===== src/rtl/rf_pkg.sv =====
// -----------------------------------------------------------------------------
// rf_pkg
// Shared constants and types for the register-file dump/clear controller.
//   ADDR_W   : register address width
//   DATA_W   : register data width
//   NUM_REGS : registers walked by one operation (2**ADDR_W)
//   IDX_W    : walk counter width, one bit wider than ADDR_W so the counter
//              can represent NUM_REGS without wrapping
//   state_t  : controller state encoding
//   MODE_*   : values of the mode input sampled with start
// -----------------------------------------------------------------------------
package rf_pkg;

    localparam int ADDR_W   = 5;
    localparam int DATA_W   = 32;
    localparam int NUM_REGS = 2 ** ADDR_W;
    localparam int IDX_W    = ADDR_W + 1;

    typedef enum logic [2:0] {
        IDLE  = 3'd0,
        DUMP  = 3'd1,
        DRAIN = 3'd2,
        CLEAR = 3'd3,
        FIN   = 3'd4
    } state_t;

    localparam logic MODE_DUMP  = 1'b0;
    localparam logic MODE_CLEAR = 1'b1;

endpackage


===== src/rtl/rf_stream_slot.sv =====
// -----------------------------------------------------------------------------
// rf_stream_slot
// Single-entry output register for the debug stream. A load captures a new
// beat and raises m_valid; without a load, a completed handshake empties the
// slot. While m_valid && !m_ready the payload is frozen.
// Ports:
//   clk, rst             : clock, synchronous active-high reset
//   load                 : capture load_* this cycle (caller guarantees the
//                          slot is empty or being emptied)
//   load_data/addr/last  : beat to capture
//   m_ready              : sink ready
//   m_valid/data/addr/last : registered stream outputs
// -----------------------------------------------------------------------------
module rf_stream_slot
    import rf_pkg::*;
(
    input  logic              clk,
    input  logic              rst,
    input  logic              load,
    input  logic [DATA_W-1:0] load_data,
    input  logic [ADDR_W-1:0] load_addr,
    input  logic              load_last,
    input  logic              m_ready,
    output logic              m_valid,
    output logic [DATA_W-1:0] m_data,
    output logic [ADDR_W-1:0] m_addr,
    output logic              m_last
);

    // NOTE: sequential state is updated with non-blocking assignments so every
    // flop samples pre-edge values regardless of process evaluation order.
    always_ff @(posedge clk) begin
        if (rst) begin
            // NOTE: the payload flops are reset too, not just m_valid, because
            // the stream outputs are observable and must read zero after reset.
            m_valid <= 1'b0;
            m_data  <= '0;
            m_addr  <= '0;
            m_last  <= 1'b0;
        end else if (load) begin
            m_valid <= 1'b1;
            m_data  <= load_data;
            m_addr  <= load_addr;
            m_last  <= load_last;
        end else if (m_valid && m_ready) begin
            m_valid <= 1'b0;
        end
    end

endmodule


===== src/rtl/regfile_dump_ctrl.sv =====
// -----------------------------------------------------------------------------
// regfile_dump_ctrl
// Maintenance controller that owns the register file ports while active.
// Dump mode walks read port A1 over every register and streams the values
// out in ascending index order; clear mode walks write port A3 and zeroes
// every register (index 0 included). hold stalls the core meanwhile.
// Ports:
//   clk, rst        : clock, synchronous active-high reset
//   start, mode     : one-cycle request and its mode, sampled only in IDLE
//   busy, hold      : high whenever not IDLE (hold mirrors busy)
//   done            : one-cycle pulse when an operation completes
//   rf_ra / rf_rd   : register file read address / combinational read data
//   rf_we/wa/wd     : register file write enable / address / data
//   m_valid/ready   : stream handshake
//   m_data/addr/last: stream beat payload, last flags index NUM_REGS-1
// -----------------------------------------------------------------------------
module regfile_dump_ctrl
    import rf_pkg::*;
(
    input  logic              clk,
    input  logic              rst,
    input  logic              start,
    input  logic              mode,
    output logic              busy,
    output logic              hold,
    output logic              done,
    output logic [ADDR_W-1:0] rf_ra,
    input  logic [DATA_W-1:0] rf_rd,
    output logic              rf_we,
    output logic [ADDR_W-1:0] rf_wa,
    output logic [DATA_W-1:0] rf_wd,
    output logic              m_valid,
    input  logic              m_ready,
    output logic [DATA_W-1:0] m_data,
    output logic [ADDR_W-1:0] m_addr,
    output logic              m_last
);

    state_t            state;
    state_t            state_next;
    logic [IDX_W-1:0]  idx;
    logic              last_idx;
    logic              load;
    logic              handshake;

    // Compare against the final index explicitly; the extra idx bit exists so
    // the walk never depends on counter wrap-around.
    assign last_idx  = (idx == IDX_W'(NUM_REGS - 1));
    assign handshake = m_valid && m_ready;

    // State register
    always_ff @(posedge clk) begin
        if (rst) begin
            state <= IDLE;
        end else begin
            state <= state_next;
        end
    end

    // Walk counter: restarts at 0 from IDLE, advances on every stream load in
    // DUMP and on every cycle in CLEAR.
    always_ff @(posedge clk) begin
        if (rst) begin
            idx <= '0;
        end else begin
            case (state)
                IDLE:    idx <= '0;
                DUMP:    if (load) idx <= idx + 1'b1;
                CLEAR:   idx <= idx + 1'b1;
                default: idx <= idx;
            endcase
        end
    end

    // Next-state logic
    always_comb begin
        // NOTE: a default assignment ahead of the case keeps every path
        // assigned, so no latch is inferred for state_next.
        state_next = state;
        case (state)
            IDLE: begin
                if (start) begin
                    state_next = (mode == MODE_DUMP) ? DUMP : CLEAR;
                end
            end
            DUMP:    if (load && last_idx) state_next = DRAIN;
            DRAIN:   if (handshake) state_next = FIN;
            CLEAR:   if (last_idx) state_next = FIN;
            FIN:     state_next = IDLE;
            default: state_next = IDLE;
        endcase
    end

    // Output logic
    always_comb begin
        busy  = (state != IDLE);
        hold  = busy;
        done  = (state == FIN);
        rf_we = 1'b0;
        rf_wa = '0;
        rf_wd = '0;
        rf_ra = '0;
        load  = 1'b0;
        case (state)
            DUMP: begin
                rf_ra = idx[ADDR_W-1:0];
                // The slot can take a new beat when empty or when its current
                // beat leaves on this edge.
                load  = !m_valid || m_ready;
            end
            CLEAR: begin
                rf_we = 1'b1;
                rf_wa = idx[ADDR_W-1:0];
            end
            default: ;
        endcase
    end

    rf_stream_slot u_slot (
        .clk       (clk),
        .rst       (rst),
        .load      (load),
        .load_data (rf_rd),
        .load_addr (idx[ADDR_W-1:0]),
        .load_last (last_idx),
        .m_ready   (m_ready),
        .m_valid   (m_valid),
        .m_data    (m_data),
        .m_addr    (m_addr),
        .m_last    (m_last)
    );

endmodule

===== config.mk =====
export PLATFORM = sky130hd
export DESIGN_NAME = regfile_dump_ctrl
export DESIGN_NICKNAME = d
export VERILOG_FILES = /design/src/rtl/rf_pkg.sv /design/src/rtl/rf_stream_slot.sv /design/src/rtl/regfile_dump_ctrl.sv
export SDC_FILE = /design/constraint.sdc
export NUM_CORES = 1
export LEC_CHECK = 0
export BUFFER_PORTS_ARGS = -buffer_cell sky130_fd_sc_hd__clkbuf_2
export CAP_MARGIN = 40
export CORE_ASPECT_RATIO = 1.2
export CORE_MARGIN = 1.5
export CORE_UTILIZATION = 46
export CTS_BUF_LIST = sky130_fd_sc_hd__clkbuf_4
export DETAILED_ROUTE_END_ITERATION = 10
export PLACE_DENSITY = 0.85
export SYNTH_ARGS = -nofsm -noshare
export SYNTH_HDL_FRONTEND = slang
export SYNTH_SLANG_ARGS = --single-unit

===== constraint.sdc =====
create_clock -name clk -period 1.95 [get_ports clk]
set_clock_uncertainty 0.15 [all_clocks]
set_input_delay 0.0975 -clock clk [delete_from_list [all_inputs] [get_ports clk]]
set_output_delay 0.0975 -clock clk [all_outputs]
set_load 0.02 [all_outputs]

# Word-level counts from Yosys, hierarchy flattened
# Index checks and enable logic that the tools add are counted.
[op_classes]
order_cmp = 0
mul = 0
n_eq_ne = 10
shifts = 0
mux = 14
reduce_logical = 10
bitwise_logic = 0
add_sub_neg = 1
n_div = 0
[op_table]
columns = ["operator", "n"]
rows = [
  ["$pmux W6 S3", 1],
  ["$mux W3", 4],
  ["$pmux W3 S4", 1],
  ["$mux W5", 2],
  ["$ne A2 B2 Y1 const B", 5],
  ["$add A6 B1 Y6 const B", 1],
  ["$eq A3 B2 Y1 const B", 2],
  ["$eq A6 B5 Y1 const B", 1],
  ["$mux W6", 1],
  ["$reduce_bool A3 Y1", 2],
  ["$mux W1", 4],
  ["$reduce_and A4 Y1", 1],
  ["$eq A3 B1 Y1 const B", 1],
  ["$eq A3 B3 Y1 const B", 1],
  ["$logic_not A3 Y1", 1],
  ["$logic_and A1 B1 Y1", 2],
  ["$mux W2", 1],
  ["$reduce_and A2 Y1", 1],
  ["$reduce_bool A2 Y1", 1],
  ["$logic_not A1 Y1", 1],
  ["$logic_or A1 B1 Y1", 1],
]
[word_totals]
register_bits = 48
mem_bits_rw = 0
latch_bits = 0
rom_bits = 0
in_bits = 37
mem_count = 0
elab_cells = 41

# Logic depth before layout (Yosys ltp)
# Gate-level depths: netlist (run 1).
[depth]
ltp_word = 6
mapped_depth = 7

# Cells and area by module
# Synthesis (run 1) repeated with hierarchy kept, for this count alone.
[unflattened]
hier_cells = 233
hier_area_um2 = 2244.7
[modules_own_cells]
columns = ["module", "area_per_inst_um2", "instances", "cells_per_inst"]
rows = [
  ["rf_stream_slot", 1402.6, 1, 127],
  ["regfile_dump_ctrl", 842.1, 1, 106],
]

# Worst setup path after synthesis (run 1)
# No wires, ideal clock.
[synth_timing]
path_kind = "register to register"
from = "register state[1]"
to = "register idx[5]"
period_less_slack_ns = 1.786
required_ns = 1.730
path_buffers = 1
stages_incl_launch_ff = 6
arrival_time_ns = 1.566
path_slack_ns = 0.164
path_cell_list = "dfxtp_1 > buf_6 > and4bb_4 > or3_4 > or4_1 > a21oi_1"
[synth_between]
elab_chain_len = 4
[synth_rtl]
columns = ["element", "line_no", "source"]
rows = [
  ["start: declaration", "regfile_dump_ctrl.sv:39", "state_t state;"],
  ["start signal: assignment", "regfile_dump_ctrl.sv:56", "state <= state_next;"],
  ["$eq A3 B1 Y1", "regfile_dump_ctrl.sv:66, regfile_dump_ctrl.sv:104", ""],
  ["$mux W1", "regfile_dump_ctrl.sv:104", "case (state)"],
  ["$ne A2 B2 Y1 (no source line)", "-", ""],
  ["$reduce_and A2 Y1 (no source line)", "-", ""],
  ["end signal: assignment", "regfile_dump_ctrl.sv:68", "DUMP: if (load) idx <= idx + 1'b1;"],
  ["end signal: assignment", "regfile_dump_ctrl.sv:69", "CLEAR: idx <= idx + 1'b1;"],
  ["end signal: assignment", "regfile_dump_ctrl.sv:70", "default: idx <= idx;"],
  ["end: declaration", "regfile_dump_ctrl.sv:41", "logic [IDX_W-1:0] idx;"],
]
# Parallel ways exist; a longest one is shown, timed or not.
# A chain may end at the register's enable or synchronous reset.

# Worst setup path after layout (run 1)
[layout_timing]
from = "register state[0]"
to = "output port rf_ra[1]"
[layout_between]
elab_chain_len = 2
[layout_rtl]
columns = ["element", "line_no", "source"]
rows = [
  ["$eq A3 B1 Y1", "regfile_dump_ctrl.sv:104", ""],
  ["$mux W5", "regfile_dump_ctrl.sv:104", ""],
  ["end: declaration", "regfile_dump_ctrl.sv:27", "output logic [ADDR_W-1:0] rf_ra,"],
]
# Every way passes these cells.

==> flow_summary.json, run 1 <==
{
  "status": "completed",
  "synth_commonest_cells": "nand2_1 (79), dfxtp_1 (48), a21oi_1 (44), buf_4 (33)",
  "peakVddDrop_mv": 0.483,
  "avgSynthCellArea_sq_um": 7.88,
  "clockBufferDepth": 2,
  "grt_overflow": 0,
  "ios": 122,
  "cts_tree": "yes",
  "crit_required_ns": 1.70,
  "die-area_sq_um": 5150,
  "synthSimpleGateAreaFrac_pct": 25.4,
  "yosysTopAreaCellShare_pct": 44.2,
  "place.gp.congestion": 0.824,
  "power_mw": 2.07,
  "synth_seq_area_share_pct": 44.2,
  "cts_buffers": 5,
  "clk_latency_ns": 0.35,
  "synth-edff-count": 0,
  "grt_pass1_vias": 2000,
  "drv_slew": 0,
  "synth-seq-cells": 48,
  "first_pass_iters": 4,
  "whs_ns": 0.0292,
  "path_max_fanout": 8,
  "cp-start-kind": "flip-flop",
  "syn_to_final_growth_pct": 37.8,
  "fmax_mhz": 539,
  "drc": 0,
  "crit_chain": "buf_4 > nor3b_4 > buf_6 > and2_1 > clkbuf_2",
  "timing.final.ws_setup_ns": 0.0945,
  "ys_types": 35,
  "r2r_end": "idx[5]$_SDFFE_PP0P_",
  "clock-sinks": 48,
  "num_vias": 2208,
  "wl_per_cell_um": 12.3,
  "worstReg2RegStart": "state[1]$_SDFFE_PP0P_",
  "yosys.area.top_type": "dfxtp_1",
  "track_usage_pct": 22.7,
  "fin_crit_sh_pct": 95.2,
  "crit_start": "state[0]$_SDFFE_PP0P_",
  "synth_area_sq_um": 2180,
  "htreeDepth": 2,
  "fill_cells": 394,
  "cp-end-kind": "output port",
  "start_util_pct": 47.7,
  "p_leak_nw": 1.38,
  "ys_warn_count": 0,
  "std_cell_rows": 27,
  "synth_most_common_cell": "nand2_1",
  "rsz0062_at_grt": "false",
  "powerDensity_nw_per_um2": 691,
  "tightest_slew_ns": 0.538,
  "clkTransAtPathRegs_ns": 0.13,
  "tns_ns": 0,
  "synth_compound_area_share_pct": 12.9,
  "r2r_setup_slack_ns": 0.11,
  "synth_xor_xnor_area_share_pct": 1.21,
  "drive_above_1_share_pct": 28.0,
  "fp.dieW_um": 65.8,
  "vias_per_cell": 4.82,
  "critical-path-slowest-cell": "dfxtp_1",
  "port_buffers": 89,
  "critPathMaxStageDelay_ns": 0.38,
  "synth_top_flop_cell": "dfxtp_1",
  "min_path_type": "in -> reg",
  "syn_inst": 276,
  "core_sq_um": 4560,
  "slew_headroom_pct": 64.1,
  "pre_cts_ws_ns": 0.111,
  "dp_hpwl_mm": 3.57,
  "ys_async_sr_fraction_pct": 0,
  "drt-total-wl_mm": 5.63,
  "maxCapViolations": 0,
  "regArea_sq_um": 962,
  "synth_fa_ha_area_share_pct": 0.575,
  "finalSetupViolations": 0,
  "ff2ff_path_depth": 4,
  "hold_viol_final": 0,
  "synth_top_family_by_area": "simple AND/OR/NAND/NOR gates",
  "synth_area_leaders": "dfxtp_1 (44%), nand2_1 (14%), buf_4 (11%)",
  "fin_crit_ns": 1.86,
  "fin_nets": 437,
  "critPathArrivalTime_ns": 1.61,
  "diodes": 0,
  "drt-initial-drc-count": 159,
  "grt_max_degree": 29,
  "crit_path_end": "rf_ra[1]",
  "antenna_found_initial": 0,
  "worstSetupPathType": "reg -> out",
  "muxShareOfSynthArea_pct": 0,
  "cts_root_buf": "clkbuf_4",
  "grt_pass1_wl_mm": 9.05,
  "die_h_um": 78.3,
  "multi_input_comb_area_sq_um": 1010,
  "postRouteAntennaNets": 0
}
## worst max-delay path, delay by kind of cell (launching register included)
kind / cells / cell delay [ns]
buf+inv: 3 / 0.49
flops: 1 / 0.38
simple gates: 2 / 0.38
## kinds of logic (layout without fill, tap and decap cells)
family,count (synthesis),in the layout
flip-flops,48,48
other,1,32
AND/OR/NAND/NOR,119,119
adder cells (fa/ha/maj),1,1
XOR/XNOR,3,3
buffers and inverters,52,145
AO/OA/AOI/OAI,52,52
## worst min path at each step
| stage | cells past startpoint | from | slack, ns | end |
|---|---|---|---|---|
| floorplan | 2 | rf_rd[0] | 0.08 | u_slot.m_data[0]$_SDFFE_PP0N_ |
| global placement | 3 | rf_rd[31] | 0.17 | u_slot.m_data[31]$_SDFFE_PP0N_ |
| detailed placement | 3 | rf_rd[12] | 0.18 | u_slot.m_data[12]$_SDFFE_PP0N_ |
| CTS | 4 | m_ready | 0.003 | state[2]$_SDFFE_PP0P_ |
| global route | 3 | m_ready | 0.04 | u_slot.m_valid$_SDFFE_PP0P_ |
| finish | 4 | m_ready | 0.03 | state[2]$_SDFFE_PP0P_ |
## flip-flops by register name (all words and copies together), names as in the netlist
name,count
idx,6
state,3
u_slot.m_addr,5
u_slot.m_data,32
u_slot.m_last,1
u_slot.m_valid,1
## per-stage QoR
| step | util, % | instance area [sq um] | instances |
|---|---|---|---|
| after floorplan | - | 2290 | 307 |
| after global placement | 56.5 | 2580 | 416 |
| after detailed placement | 56.5 | 2580 | 416 |
| after CTS | 65.3 | 2980 | 458 |
| after global routing | 65.7 | 3000 | 458 |
| final | 65.7 | 3000 | 458 |
## area by class of cell
cell class | count | share of cell area (%)
tap | 58 | 2.42
multi-input combinational | 207 | 33.7
timing repair buffer | 134 | 29.5
inverter | 3 | 0.376
sequential | 48 | 32.1
clock buffer | 7 | 1.75
clock inverter | 1 | 0.125
## where the power goes
part	switching [mW]	leakage [nW]	internal, mW
Combinational	0.336	0.953	0.206
Clock	0.288	0.0338	0.167
Sequential	0.0364	0.391	1.04
## what timing repair did
action / CTS / global route
buffers inserted: 0 / 0
gates resized for setup: 1 / 4
pin swaps: 0 / 0
endpoints found under the setup margin: 5 / 11
endpoints found under the hold margin: 34 / 0
hold buffers: 34 / 0
## cell usage in the layout, fill, tap and decap left out, drive strengths merged, types with 2 or more instances in the layout
cell         instances
inv                  3
clkbuf              96
xnor2                3
or4                  2
a21oi               44
nand3                4
conb                32
dfxtp               48
nor2b                2
nor4                 2
and2                11
nor3b                2
nor2                 7
nand2b               2
nor4b                2
or3                  2
nand2               79
buf                 11
dlygate4sd3         34
## metal layers
layer | part of all wire [%] | global-route usage [%] | up-vias
met4 | 2.2 | 9.79 | 0
met3 | 6.7 | 6.45 | 12
met5 | 0 | 0 | -
li1 | - | - | 1083
met1 | 36 | 24.3 | 1011
met2 | 55 | 40.6 | 102
(Power assumes the default switching activity.)
==> inputs of run 2 (changes only) <==
Settings changed: REMOVE_ABC_BUFFERS set to 1.
==> run 2 against run 1 <==
Wire length down 0.98%; utilization up 0.82 points; cell area up 1.3%; sequential share of layout area down 0.40 points; non-clock buffer count up 4; sequential power about the same; clock power about the same.
==> flow_summary.json, run 2 (synthesis gave the netlist of run 1 again) <==
{
  "grt_overflow": 0,
  "worstReg2RegStart": "state[1]$_SDFFE_PP0P_",
  "powerDensity_nw_per_um2": 685,
  "vias_per_cell": 4.81,
  "finalSetupViolations": 0,
  "clock-sinks": 48,
  "peakVddDrop_mv": 0.378,
  "clk_latency_ns": 0.35,
  "min_path_cells": 2,
  "rsz0062_at_grt": "false",
  "syn_to_final_growth_pct": 39.5,
  "die-area_sq_um": 5150,
  "largest_reg_flops": 32,
  "grt_pass1_wl_mm": 8.89,
  "path_max_fanout": 7,
  "min_to": "u_slot.m_addr[4]$_SDFFE_PP0N_",
  "crit_chain": "buf_4 > inv_1 > a21oi_2 > nand2_1 > dlygate4sd3_1 > o2111a_1",
  "clkTransAtPathRegs_ns": 0.14,
  "hold_viol_final": 0,
  "postRouteAntennaNets": 0,
  "start_util_pct": 47.7,
  "drc": 0,
  "wl_per_cell_um": 12.1,
  "worstSetupPathType": "reg -> reg",
  "fill_cells": 399,
  "antenna_found_initial": 0,
  "clockBufferDepth": 2,
  "fin_crit_ns": 1.87,
  "min-delay-start": "u_slot.m_addr[4]$_SDFFE_PP0N_",
  "cp-end-kind": "flip-flop",
  "cts_root_buf": "clkbuf_4",
  "cts_tree": "yes",
  "r2r_end": "state[2]$_SDFFE_PP0P_",
  "top_register": "u_slot.m_data",
  "die_h_um": 78.3,
  "port_buffers": 89,
  "crit_start": "state[1]$_SDFFE_PP0P_",
  "fp.dieW_um": 65.8,
  "fin_area_sq_um": 3040,
  "tns_ns": 0,
  "cp-start-kind": "flip-flop",
  "fin_nets": 441,
  "place.gp.congestion": 0.848,
  "fmax_mhz": 534,
  "regArea_sq_um": 962,
  "status": "completed",
  "maxCapViolations": 0,
  "fin_crit_sh_pct": 96.1,
  "diodes": 0,
  "htreeDepth": 2,
  "dp_hpwl_mm": 3.64,
  "layout_common_cells": "clkbuf_2 (89), nand2_1 (79), dfxtp_1 (47)",
  "ff2ff_path_depth": 6,
  "r2r_setup_slack_ns": 0.08,
  "grt_max_degree": 32,
  "drive_above_1_share_pct": 28.5,
  "reg_top3": "u_slot.m_data (32), idx (6), u_slot.m_addr (5)",
  "critical-path-slowest-cell": "dlygate4sd3_1",
  "drv_slew": 0,
  "std_cell_rows": 27,
  "core_sq_um": 4560,
  "critPathMaxStageDelay_ns": 0.60,
  "critPathArrivalTime_ns": 1.99,
  "crit_required_ns": 2.07,
  "num_vias": 2223,
  "min_path_type": "reg -> reg",
  "p_leak_nw": 1.40,
  "final_common_cell": "clkbuf_2",
  "ios": 122,
  "drt-total-wl_mm": 5.57,
  "multi_input_comb_area_sq_um": 1010,
  "placed_area_sq_um": 2590,
  "cts_buffers": 5,
  "power_mw": 2.08,
  "drt-initial-drc-count": 123,
  "first_pass_iters": 5,
  "track_usage_pct": 21.8,
  "grt_pass1_vias": 2006
}
run 2: cell count changes in the layout (fill, tap and decap cells not counted), sizes merged:
cell	previous run	this run
dlygate4sd3	34	37
clkbuf	96	94
clkinv	1	3
buf	11	12
run 2: layout make-up:
class,count,area share (%)
Multi-Input combinational cell,207,33.4
Sequential cell,48,31.7
Timing Repair Buffer,138,30.3
Tap cell,58,2.39
Clock buffer,5,1.24
Clock inverter,3,0.618
Inverter,3,0.371
run 2: worst max path at each step:
stage                                    end  slack [ns]
2_1_floorplan  u_slot.m_addr[0]$_SDFFE_PP0N_      -0.003
3_3_place_gp             idx[5]$_SDFFE_PP0P_        0.22
3_5_place_dp             idx[5]$_SDFFE_PP0P_        0.18
4_1_cts                             rf_wa[0]        0.04
5_1_grt                state[2]$_SDFFE_PP0P_       0.001
6_report               state[2]$_SDFFE_PP0P_        0.08
run 2: per-stage QoR:
stage / setup slack [ns] / util (%) / hold WS [ns] / std cells
after global routing: 0.00126 / 66.6 / 0.333 / 462
after detailed placement: 0.182 / 56.7 / 0.174 / 417
final: 0.0759 / 66.6 / 0.315 / 462
after CTS: 0.0384 / 66.2 / 0.316 / 462
after global placement: 0.221 / 56.7 / 0.172 / 417
after floorplan: -0.00276 / - / 0.0166 / 258
run 2: timing repair:
| action | CTS | global route |
|---|---|---|
| buffers inserted | 0 | 0 |
| hold buffers | 37 | 0 |
| gates resized for setup | 1 | 4 |
| hold endpoints to repair | 36 | 0 |
| setup endpoints to repair | 5 | 11 |
run 2: worst max-delay path: cells and delay by family (launching register included):
kind	cells	cell delay (ns)
buffers and inverters	3	0.88
DFF	1	0.39
AOI/OAI and AO/OA	2	0.29
and+or+nand+nor	1	0.07
run 2: power by group:
part           switching [mW]  total (mW)  internal [mW]  leakage [nW]
Combinational           0.337       0.547          0.210         0.969
Sequential             0.0359        1.08           1.04         0.391
Clock                   0.318       0.457          0.139        0.0349
Total                   0.691        2.08           1.39          1.40
run 2: per-layer routing:
metal	wire length, um	part of all wire, %	global-route usage [%]
met1	2210	40	24.7
met2	2930	53	40.2
met3	397	7.1	4.44
met4	40	0.72	6.25
met5	0	0	0
